[src/rtl/gbar_arb_ctrl.sv]
// gbar_arb_ctrl: round-robin arbitrates core barrier requests, counts arrivals per id
// and broadcasts a one-cycle release carrying the id when the last participant arrives.
module gbar_arb_ctrl #(
    parameter int NUM_REQS     = 4,
    parameter int NUM_BARRIERS = 8,
    parameter int NB_WIDTH     = $clog2(NUM_BARRIERS),
    parameter int NC_WIDTH     = 4
) (
    input  logic                         clk,
    input  logic                         reset,
    input  logic [NUM_REQS-1:0]          req_valid,
    input  logic [NUM_REQS*NB_WIDTH-1:0] req_id,
    input  logic [NUM_REQS*NC_WIDTH-1:0] req_size_m1,
    input  logic [NUM_REQS*NC_WIDTH-1:0] req_core_id,
    output logic [NUM_REQS-1:0]          req_ready,
    output logic                         rsp_valid,
    output logic [NB_WIDTH-1:0]          rsp_id,
    output logic [NUM_BARRIERS-1:0]      barrier_pending
);
    localparam int PW = NUM_REQS > 1 ? $clog2(NUM_REQS) : 1;

    logic [PW-1:0]           rr_q, rr_d, gnt_idx, cand;
    logic                    gnt_found, hs;
    logic [NB_WIDTH-1:0]     sel_id, rsp_id_q, rsp_id_d;
    logic [NC_WIDTH-1:0]     sel_size;
    logic [NC_WIDTH-1:0]     count_q [NUM_BARRIERS];
    logic [NC_WIDTH-1:0]     count_d [NUM_BARRIERS];
    logic [NUM_BARRIERS-1:0] pend_q, pend_d;
    logic                    rsp_valid_q, rsp_valid_d;
    logic                    unused_core_id;

    assign unused_core_id = ^req_core_id;

    // first valid port at or after rr_q wins
    always_comb begin
        gnt_found = 1'b0;
        gnt_idx   = '0;
        cand      = '0;
        for (int k = 0; k < NUM_REQS; k++) begin
            cand = PW'((int'(rr_q) + k) % NUM_REQS);
            if (!gnt_found && req_valid[cand]) begin
                gnt_found = 1'b1;
                gnt_idx   = cand;
            end
        end
    end

    assign hs        = gnt_found && !reset;
    assign req_ready = hs ? NUM_REQS'(1) << gnt_idx : '0;
    assign sel_id    = req_id[int'(gnt_idx)*NB_WIDTH +: NB_WIDTH];
    assign sel_size  = req_size_m1[int'(gnt_idx)*NC_WIDTH +: NC_WIDTH];
    assign rr_d      = hs ? ((int'(gnt_idx) == NUM_REQS - 1) ? '0 : gnt_idx + 1'b1) : rr_q;

    // >= keeps a barrier from hanging if software mixes sizes for one id
    always_comb begin
        count_d     = count_q;
        rsp_valid_d = 1'b0;
        rsp_id_d    = rsp_id_q;
        if (hs) begin
            if (count_q[sel_id] >= sel_size) begin
                count_d[sel_id] = '0;
                rsp_valid_d     = 1'b1;
                rsp_id_d        = sel_id;
            end else begin
                count_d[sel_id] = count_q[sel_id] + 1'b1;
            end
        end
        for (int b = 0; b < NUM_BARRIERS; b++)
            pend_d[b] = count_d[b] != '0;
    end

    always_ff @(posedge clk) begin
        if (reset) begin
            rr_q        <= '0;
            rsp_valid_q <= 1'b0;
            rsp_id_q    <= '0;
            pend_q      <= '0;
            for (int b = 0; b < NUM_BARRIERS; b++)
                count_q[b] <= '0;
        end else begin
            rr_q        <= rr_d;
            rsp_valid_q <= rsp_valid_d;
            rsp_id_q    <= rsp_id_d;
            pend_q      <= pend_d;
            count_q     <= count_d;
        end
    end

    assign rsp_valid       = rsp_valid_q;
    assign rsp_id          = rsp_id_q;
    assign barrier_pending = pend_q;
endmodule

[config.mk]
export PLATFORM = sky130hd
export DESIGN_NAME = gbar_arb_ctrl
export DESIGN_NICKNAME = d
export VERILOG_FILES = /design/src/rtl/gbar_arb_ctrl.sv
export SDC_FILE = /design/constraint.sdc
export NUM_CORES = 1
export LEC_CHECK = 0
export CORE_MARGIN = 2
export CORE_UTILIZATION = 40
export DETAILED_ROUTE_END_ITERATION = 8
export PLACE_DENSITY = 0.66
export SKIP_CTS_REPAIR_TIMING = 1
export SYNTH_ARGS = -nofsm -noshare
export SYNTH_HDL_FRONTEND = slang
export SYNTH_SLANG_ARGS = --single-unit
[constraint.sdc]
create_clock -name clk -period 10.3 [get_ports clk]
set_input_delay 2.06 -clock clk [delete_from_list [all_inputs] [get_ports clk]]
set_output_delay 2.06 -clock clk [all_outputs]
set_load 0.05 [all_outputs]
==> summary.txt <==
STA
  • Slew headroom: 36.2%
  • Final setup viols: 0
  • Tcrit/Tclk final: between 70 and 80%
  • Fin. max-slew vios: 0
  • Setup TNS: 0 ns
  • Min Clock Period, post-route: 7.24 ns
  • Fmax: 138 MHz
  • Worst Hold Slack: 0.477 ns
  • Worst Max-Slew Pin Slew: 0.955 ns
  • RSZ-0062 raised after global routing: no
  • Final hold vios: 0
  • Final Skew: 0.00569 ns

Finish
  • Nets: 432
  • Finished Core Util: a little over 50%
  • Ratio of cells with drive above 1 in the final layout: 8.56%
  • Total area of sequential cells: 921 sq um
  • N_diodes: 0
  • Fillers: between 600 and 700
  • Area of the multi-input gates: 1780 sq um
  • Area growth syn-to-layout: 23.0%
  • Post-Layout Cell Count: 470

Yosys
  • Seq/Total Area, Yosys: 32.6%
  • Most instantiated cells after synthesis: nand2_1, dfxtp_1, a21oi_1
  • Mapped Nets: 390
  • Post-synth EDFFs: 0
  • Main flop type after synthesis: dfxtp_1
  • Yosys reg bits: 46
  • Ranking of synthesized cells by area: dfxtp_1, mux2i_1, nand2_1
  • Post-synthesis cell type count: between 50 and 60
  • Synth Area per Inst: 8.54 sq um
  • Post-synthesis cell count: 331
  • Yosys top cell by area: dfxtp_1
  • Top cell type's share of synthesized area: between 30% and 40%
  • Top-count cell post-synth: nand2_1
  • Async set-reset flop share out of synthesis: 0%
  • YS warnings: 0
  • Area of the mapped netlist: approximately 2800 sq um

Routing
  • Antenna-violating nets left: 0
  • DRT iter0 DRCs: 205
  • DRC errors left: 0
  • DRT Pass-1 Iters: 4
  • Vias/cell: 5.52
  • Total wire length: 7380 microns
  • Vias: 2593
  • Routed len/inst: around 16 microns

Place
  • IO buf count: approximately 50
  • Detailed placer's ending HPWL: between 5000 and 6000 microns
  • GPL Wtd Cong: around 0.85
  • Inst Count DP: 462

Flow run
  • Max-Cap Viols: 0

Setup path
  • Crit path largest cell delay: 0.79 ns
  • Worst path cell trace: clkdlybuf4s50_1, mux2i_1, nor2_1, nor3_4, inv_2, mux2_2, or3_1, a22oi_1, a311o_1, ha_1, nand2b_1, a21o_1, a21o_1, a21oi_1, buf_4, nor2b_1, o31ai_2, o211ai_1
  • WS Path Type: primary input to flop
  • Crit. End Element: flop
  • Crit path launch type: primary input
  • Worst path most repeated cell: a21o_1
  • Max FO, Critical Path: 14
  • Worst reg-to-reg path cell count: 17
  • CP arrival: 7.46 ns
  • Critical Path Slowest Stage Cell: nor2b_1
  • Worst Path Required: between 10 and 15 ns

Global route
  • Gr usage total: 19.1%
  • Largest net degree at the start of global routing: 50
  • First-pass GRT wire length: 11600 microns
  • Vias in the first global route: roughly 2300
  • Initial antenna violation count: 0
  • Congestion Overflow GR: 0

Power and ir drop
  • Maximum VDD drop: 105 uV
  • Leakage Power: around 0.0012 uW
  • Power per cell area: 192 nW/um^2

Die
  • Die Y: 88.0 microns
  • Starting Density: roughly two fifths
  • Core ar.: 6830 sq um
  • IO Count: 66
  • # rows: 30
  • Area of the die: roughly 7800 sq um
  • Die width: 88.0 microns

CTS
  • Worst-path clk slew: 0.09 ns
  • H-Tree Depth: 2
  • CTS Buf Count: 5
  • Clk sinks: 46
  • Clock Tree Root: clkbuf_8
  • Clock Path Buffers: 2
  • Worst skew pair latency: 0.30 ns
  • TritonCTS clock tree: built

Run status
  • Status: finished clean

Min path
  • Class of the worst hold path: flop to flop
  • Hold Crit Depth: 2
flip-flops by register name, indices dropped and copies added, names as in the netlist:
register	flops
barrier_pending	8
rsp_id	3
rr_q	2
rsp_valid	1
count_q	32
power breakdown:
| part | switching (uW) | leakage, uW | internal [uW] |
|---|---|---|---|
| Clock | 61.7 | 0.0000514 | 72.4 |
| Sequential | 12.0 | 0.000373 | 197 |
| Combinational | 206 | 0.000825 | 118 |
| Total | 280 | 0.00125 | 387 |
final timing paths:
path	start	endpoint	slack (ns)
setup / recovery	req_valid[0]	barrier_pending[2]	3.06
hold / removal	rsp_id[0]	rsp_id[0]	0.48
setup reg to reg	rr_q[1]	barrier_pending[2]	4.79
hold reg to reg	rsp_id[0]	rsp_id[0]	0.48
through the flow:
step | area (sq um) | setup WS [ns] | power, uW
detailed placement | 3370 | 2.80 | 534
global placement | 3370 | 2.86 | 528
CTS | 3480 | 3.07 | 669
finish | 3480 | 3.06 | 667
floorplan | 2830 | 4.67 | 448
global route | 3480 | 2.75 | 701
cells by family after synthesis:
logic type	synth area share, %
adders and majority gates	3.99
muxes	18.6
and+or+nand+nor	23.8
buffers and inverters	4.34
AOI/OAI and AO/OA	15.4
xor gates and xnor gates	1.20
DFF	32.6
worst max-delay path: cells and delay by family:
kind | cells | cell delay [ns]
adder cells (fa/ha/maj) | 1 | 0.30
AND/OR/NAND/NOR | 5 | 1.88
multiplexers | 2 | 0.62
AO/OA/AOI/OAI | 7 | 1.65
buffers and inverters | 3 | 0.93
placed cells by master, fill, tap and decap left out, types with 8 or more instances in the layout:
cell and n:
a21oi_1 27, and2_1 8, clkdlybuf4s50_1 49, dfxtp_1 46, ha_1 9, inv_1 9
mux2_2 8, mux2i_1 26, nand2_1 55, nand3_1 13, nor2_1 24, nor4_1 9
o21ai_0 9
final cells by class:
cell class / instances / area share, %
Inverter: 10 / 1.08
Sequential cell: 46 / 26.5
Multi-Input combinational cell: 259 / 51.3
Tap cell: 96 / 3.46
Clock inverter: 2 / 1.08
Timing Repair Buffer: 51 / 14.5
Clock buffer: 6 / 2.09
routing by layer:
layer | share of wire (%) | up-vias | track usage (%)
li1 | - | 1270 | -
met1 | 45 | 1221 | 25.6
met2 | 48 | 94 | 32.4
met3 | 6.3 | 8 | 2.83
met4 | 1.1 | 0 | 4.82
met5 | 0 | - | 0
Power figures use the tool's default switching activity.
